<file path="src/rtl/colisao_placar.sv">
// colisao_placar: once per video frame, checks ball/rectangle overlaps and keeps
// score, lives, invulnerability window and game-over state for the VGA overlay.
module colisao_placar #(
  parameter int VIDAS_INICIAIS    = 3,
  parameter int PONTOS_POR_ACERTO = 1,
  parameter int PONTOS_MAX        = 999,
  parameter int INV_QUADROS       = 60
) (
  input  logic       CLOCK_50,
  input  logic       reset,
  input  logic       quadro,
  input  logic       pausa,
  input  logic       reiniciar,
  input  logic [9:0] x_bola_aliada,
  input  logic [9:0] y_bola_aliada,
  input  logic [9:0] raio_bola_aliada,
  input  logic [9:0] x_bola_inimiga,
  input  logic [9:0] y_bola_inimiga,
  input  logic [9:0] raio_bola_inimiga,
  input  logic [9:0] x_nave,
  input  logic [9:0] y_nave,
  input  logic [9:0] largura_nave,
  input  logic [9:0] altura_nave,
  input  logic [9:0] x_inimigo,
  input  logic [9:0] y_inimigo,
  input  logic [9:0] largura_inimigo,
  input  logic [9:0] altura_inimigo,
  output logic       bateu_aliada,
  output logic       nave_atingida,
  output logic [9:0] pontos,
  output logic [1:0] vidas,
  output logic       invulneravel,
  output logic       fim_de_jogo,
  output logic       reiniciarJogo
);

  localparam logic [1:0] JOGANDO  = 2'd0;
  localparam logic [1:0] AVALIA   = 2'd1;
  localparam logic [1:0] ATUALIZA = 2'd2;
  localparam logic [1:0] FIM      = 2'd3;

  localparam int INV_W = (INV_QUADROS < 2) ? 1 : $clog2(INV_QUADROS + 1);

  logic [1:0]       estado;
  logic [INV_W-1:0] contador;
  logic             prev_aliada;
  logic             prev_inimiga;

  logic [9:0] xa_p0, ya_p0, ra_p0;
  logic [9:0] xi_p0, yi_p0, ri_p0;
  logic [9:0] xn_p0, yn_p0, wn_p0, hn_p0;
  logic [9:0] xe_p0, ye_p0, we_p0, he_p0;
  logic       acerto_aliada_p1;
  logic       acerto_inimiga_p1;

  logic             novo_aliada;
  logic             perde_vida;
  logic [9:0]       pontos_prox;
  logic [1:0]       vidas_prox;
  logic [INV_W-1:0] contador_prox;

  // Ball bounding box against rectangle, widened by one bit so right/bottom edges near 1023 do not wrap.
  function automatic logic sobrepoe(input logic [9:0] xb, input logic [9:0] yb,
                                    input logic [9:0] r,  input logic [9:0] xr,
                                    input logic [9:0] yr, input logic [9:0] w,
                                    input logic [9:0] h);
    logic [10:0] xb_e, yb_e, r_e, xr_e, yr_e, w_e, h_e;
    xb_e = {1'b0, xb};
    yb_e = {1'b0, yb};
    r_e  = {1'b0, r};
    xr_e = {1'b0, xr};
    yr_e = {1'b0, yr};
    w_e  = {1'b0, w};
    h_e  = {1'b0, h};
    return ((xb_e + r_e) >= xr_e) && ((xr_e + w_e + r_e) > xb_e) &&
           ((yb_e + r_e) >= yr_e) && ((yr_e + h_e + r_e) > yb_e);
  endfunction

  function automatic logic [9:0] satura_pontos(input logic [10:0] soma);
    return (soma > 11'(PONTOS_MAX)) ? 10'(PONTOS_MAX) : soma[9:0];
  endfunction

  // Stage p0: geometry snapshot taken at the frame pulse.
  always_ff @(posedge CLOCK_50) begin
    if (estado == JOGANDO && quadro && !pausa) begin
      xa_p0 <= x_bola_aliada;
      ya_p0 <= y_bola_aliada;
      ra_p0 <= raio_bola_aliada;
      xi_p0 <= x_bola_inimiga;
      yi_p0 <= y_bola_inimiga;
      ri_p0 <= raio_bola_inimiga;
      xn_p0 <= x_nave;
      yn_p0 <= y_nave;
      wn_p0 <= largura_nave;
      hn_p0 <= altura_nave;
      xe_p0 <= x_inimigo;
      ye_p0 <= y_inimigo;
      we_p0 <= largura_inimigo;
      he_p0 <= altura_inimigo;
    end
    // Stage p1: registered overlap flags.
    if (estado == AVALIA) begin
      acerto_aliada_p1  <= sobrepoe(xa_p0, ya_p0, ra_p0, xe_p0, ye_p0, we_p0, he_p0);
      acerto_inimiga_p1 <= sobrepoe(xi_p0, yi_p0, ri_p0, xn_p0, yn_p0, wn_p0, hn_p0);
    end
  end

  always_comb begin
    novo_aliada   = acerto_aliada_p1 && !prev_aliada;
    perde_vida    = acerto_inimiga_p1 && !prev_inimiga && (contador == '0);
    pontos_prox   = pontos;
    vidas_prox    = vidas;
    contador_prox = contador;
    if (novo_aliada)
      pontos_prox = satura_pontos({1'b0, pontos} + 11'(PONTOS_POR_ACERTO));
    if (perde_vida) begin
      vidas_prox    = vidas - 2'd1;
      contador_prox = INV_W'(INV_QUADROS);
    end else if (contador != '0) begin
      contador_prox = contador - INV_W'(1);
    end
  end

  // Stage p2: effects applied to the game state.
  always_ff @(posedge CLOCK_50 or negedge reset) begin
    if (!reset) begin
      estado        <= JOGANDO;
      pontos        <= '0;
      vidas         <= 2'(VIDAS_INICIAIS);
      contador      <= '0;
      invulneravel  <= 1'b0;
      fim_de_jogo   <= 1'b0;
      prev_aliada   <= 1'b0;
      prev_inimiga  <= 1'b0;
      bateu_aliada  <= 1'b0;
      nave_atingida <= 1'b0;
      reiniciarJogo <= 1'b0;
    end else begin
      bateu_aliada  <= 1'b0;
      nave_atingida <= 1'b0;
      reiniciarJogo <= 1'b0;
      case (estado)
        JOGANDO: begin
          if (quadro && !pausa)
            estado <= AVALIA;
        end
        AVALIA: estado <= ATUALIZA;
        ATUALIZA: begin
          pontos        <= pontos_prox;
          vidas         <= vidas_prox;
          contador      <= contador_prox;
          invulneravel  <= (contador_prox != '0);
          prev_aliada   <= acerto_aliada_p1;
          prev_inimiga  <= acerto_inimiga_p1;
          bateu_aliada  <= novo_aliada;
          nave_atingida <= perde_vida;
          if (vidas_prox == 2'd0) begin
            estado      <= FIM;
            fim_de_jogo <= 1'b1;
          end else begin
            estado <= JOGANDO;
          end
        end
        default: begin
          // Edge history is cleared so the first frame after restart can score.
          if (reiniciar) begin
            pontos        <= '0;
            vidas         <= 2'(VIDAS_INICIAIS);
            contador      <= '0;
            invulneravel  <= 1'b0;
            prev_aliada   <= 1'b0;
            prev_inimiga  <= 1'b0;
            fim_de_jogo   <= 1'b0;
            reiniciarJogo <= 1'b1;
            estado        <= JOGANDO;
          end
        end
      endcase
    end
  end

endmodule
</file>
<file path="config.mk">
export PLATFORM = sky130hd
export DESIGN_NAME = colisao_placar
export DESIGN_NICKNAME = d
export VERILOG_FILES = /design/src/rtl/colisao_placar.sv
export SDC_FILE = /design/constraint.sdc
export NUM_CORES = 1
export LEC_CHECK = 0
export CORE_UTILIZATION = 60
export CTS_BUF_LIST = sky130_fd_sc_hd__clkbuf_8 sky130_fd_sc_hd__clkbuf_16
export CTS_CLUSTER_SIZE = 40
export DETAILED_ROUTE_END_ITERATION = 8
export HOLD_SLACK_MARGIN = 0.12
export PLACE_DENSITY = 0.86
export SYNTH_ARGS = -nofsm -noshare
export SYNTH_HDL_FRONTEND = slang
export SYNTH_SLANG_ARGS = --single-unit
</file>
<file path="constraint.sdc">
create_clock -name CLOCK_50 -period 38.4 [get_ports CLOCK_50]
set_input_delay 7.68 -clock CLOCK_50 [delete_from_list [all_inputs] [get_ports CLOCK_50]]
set_output_delay 7.68 -clock CLOCK_50 [all_outputs]
set_load 0.01 [all_outputs]
</file>
==> metrics.md <==
| Metric | Value |
|---|---|
| Most frequent cells in the layout | ha_1 (164), clkdlybuf4s50_1 (161), edfxtp_1 (142), inv_1 (113), a21oi_1 (82) |
| Status | finished, final reports clean |
| Dpl ws | 28080 ps |
| Post-synthesis compound-gate area fraction | 0.1416 |
| Clk_skew | approximately 8.4 ps |
| Mux cell area share after synthesis | 0.002826 |
| Int Pwr | slightly below 0.0005 W |
| Maximum buffer depth of the clock tree | 2 |
| Leakage | between 5 and 6 nW |
| CP required | slightly below 40000 ps |
| Slew headroom | 0.2313 |
| Area growth from synthesis to final layout | 21.28% |
| TritonCTS Sinks | between 150 and 200 |
| CTS Hold Bufs | 0 |
| Final #Nets | between 1500 and 2000 |
| EDFF count, synth | between 100 and 150 |
| Ys Warns | 0 |
| WP data arrival | slightly below 10000 ps |
| Post-synth cell types | 60 |
| Wirelength per Cell | 17.95 um |
| Final number of hold-violating endpoints | 0 |
| Post-route antenna net violation count | 0 |
| Setup CP Type | in -> reg |
| Critical path peak fanout | ~90 |
| Number of setup violations in the final report | 0 |
| Initial Util | 0.6134 |
| Design Area, Final | approximately 14000 um^2 |
| DRT iter0 DRCs | 475 |
| Largest family of logic cells by synthesized area | adder cells |
| Max cap viols | 0 |
| Worst VDD drop | 0.00003735 V |
| Asr flop ratio synth | 0.1598 |
| Resize count post-CTS | 0 |
| Total grt overflow | 0 |
| Port-buffer cells | roughly 160 |
| Switching share of power | 0.3700 |
| Share of cells above drive strength 1 | 0.03791 |
| Synth Instances | about 1000 |
| Clk pin slew, worst setup/hold paths | about 70 ps |
| Die area | ~20000 um^2 |
| Total negative slack | 0 ps |
| GR Util All Layers | 0.2759 |
| IO Count | 162 |
| Final period util | 0.2574 |
| Routed vias | between 8000 and 9000 |
| CTS tree | built |
| Pwr/cell area | about 55 nW/um^2 |
| Element type at the critical path start | input pin |
| Initial antenna violation count | 1 |
| Die Y | between 100 and 150 um |
| Final core utilization | 0.7439 |
| CP Capture Type | flip-flop |
| Switching pwr | around 0.00028 W |
| Xor-xnor portion of the synthesized cell area | 0.04565 |
| Core Region | 18770 um^2 |
| Post-CTS setup buffers | 0 |
| Number of CTS-inserted buffers | 17 |
| Post-route minimum period | slightly below 10000 ps |
| Reg power frac | 0.328 |
| Number of synthesized register bits | 169 |
| Post-DP HPWL | slightly below 20000 um |
| RSZ-0062 raised after global routing | false |
| Via density | between 5 and 6 |
| Post-Route WL | between 20000 and 30000 um |
| Adder-Cell Fraction of Synth Area | 0.2617 |
| RePlAce Congestion | roughly 0.85 |
| F_max | slightly above 100 MHz |
| HP Class | reg -> reg |
| DRT Pass-1 Iters | 5 |
| Logic pwr share | 0.443 |
| Commonest non-fill, non-tap cell in the layout | ha_1 |
| Mean post-synth cell area | ~12 um^2 |
| Max-slew violations | 0 |
| PnR worst setup slack | roughly 29000 ps |
| Fill cells | between 1000 and 1500 |
| Clock network power share | 0.229 |
| Number of global-route vias before repair | about 8800 |
| Post-synthesis cell area | between 10000 and 15000 um^2 |
| Die width | 140.5 um |
| First-pass GRT wire length | about 42000 um |
| Drc violations | 0 |
| Fraction of the mapped netlist area in simple logic gates | 0.07554 |
| # H-tree levels | 4 |
| Worst-margin pin slew | roughly 1200 ps |
| Sequential area share after synthesis | 0.4293 |
| Row count | 50 |
| Root buffer cell | clkbuf_16 |
| Primary FF master, synth | edfxtp_1 |
| Syn nets | 1358 |
| Maximum number of pins on one net before global-route repair | 89 |
| Later-pin clock latency in the skew report | roughly 440 ps |
| Dpl cell area | ~13000 um^2 |
-- worst max-delay path, cell delays in order --
cell             delay (ps)
clkdlybuf4s50_1         450
nor3b_2                 170
buf_4                   550
buf_4                   940
-- path summary, 6_finish.rpt --
kind | endpoint | cells past startpoint | start | slack, ps
worst max-delay path | wn_p0[7] | 4 | quadro | 28520
worst min-delay path | bateu_aliada | 1 | prev_aliada | 500
worst max register to register | acerto_inimiga_p1 | 15 | ri_p0[1] | 34010
worst min register to register | bateu_aliada | 1 | prev_aliada | 500
max in group asynchronous | vidas[0] | 2 | reset | 30450
min in group asynchronous | pontos[7] | 2 | reset | 7630
-- power by group through the flow --
stage	Clock (W)	Sequential, W	Combinational (W)
6_report	0.000175	0.000251	0.000338
5_1_grt	0.000184	0.000254	0.000378
2_1_floorplan	0	0.000255	0.000242
3_5_place_dp	0	0.000254	0.000331
3_3_place_gp	0	0.000253	0.000314
4_1_cts	0.000177	0.000251	0.000337
-- metrics by stage --
| stage | hold slack, ps | cells | total power [W] |
|---|---|---|---|
| final | 503.0 | 1422 | 0.0007642 |
| after global routing | 528.2 | 1422 | 0.0008160 |
| after CTS | 508.0 | 1421 | 0.0007653 |
| after detailed placement | 499.2 | 1389 | 0.0005851 |
| after global placement | 482.5 | 1389 | 0.0005669 |
| after floorplan | 449.3 | 1001 | 0.0004965 |
-- registers in the layout, summed over array words and instances, names as in the netlist, 6 cells and up --
register,cells
xa_p0,10
xn_p0,10
we_p0,10
ya_p0,10
xe_p0,10
xi_p0,10
wn_p0,10
ri_p0,10
hn_p0,10
ra_p0,10
he_p0,10
pontos,10
ye_p0,10
yn_p0,10
contador,6
yi_p0,10
-- cell families after synthesis --
kind of cell               Yosys count
AOI/OAI and AO/OA                  265
adders and majority gates          212
and+or+nand+nor                    169
DFF                                169
buffers and inverters              123
xor gates and xnor gates            60
muxes                                3
-- layer usage --
metal,share of wire,vias to the layer above,track usage
met1,0.38,4031,0.3008
met4,0.032,0,0.1178
met3,0.056,63,0.05128
met5,0,-,0
li1,-,3971,-
met2,0.53,299,0.5218
-- cells in the mapped netlist, types with 4 or more instances --
cell	number	area, um^2
inv_1	113	424.2
nor3_1	9	45.04
o31ai_1	4	30.03
o21ai_0	63	315.3
nand2b_1	13	81.33
o21a_1	12	90.09
nand3_1	16	80.08
clkbuf_1	4	15.01
a31oi_1	7	43.79
xor2_1	20	175.2
o21ai_1	10	50.05
a21boi_0	4	30.03
o22ai_1	4	25.02
nor2b_1	14	87.58
buf_6	4	45.04
ha_1	164	2052
dfrtp_1	25	625.6
fa_1	48	960.9
a2111oi_0	4	35.03
xnor2_1	40	350.3
o211ai_1	4	30.03
and3_1	8	50.05
a21o_1	36	270.3
nand2_1	38	142.6
edfxtp_1	142	4264
nand4_1	10	62.56
a21oi_1	82	410.4
nor2_1	40	150.1
o21bai_1	13	97.59
a211oi_1	5	37.54
-- cell type report --
type / count / area [um^2] / share of cell area
diodes: 1 / 2.502 / 0.0001792
clock buffers: 17 / 425.4 / 0.03047
clock inverters: 15 / 165.2 / 0.01183
inverters: 113 / 424.2 / 0.03038
multi-input cells: 709 / 6076 / 0.4352
flip-flops and latches: 169 / 4942 / 0.3540
well taps: 234 / 292.8 / 0.02097
repair buffers: 164 / 1634 / 0.1170
Power figures use the tool's default switching activity.
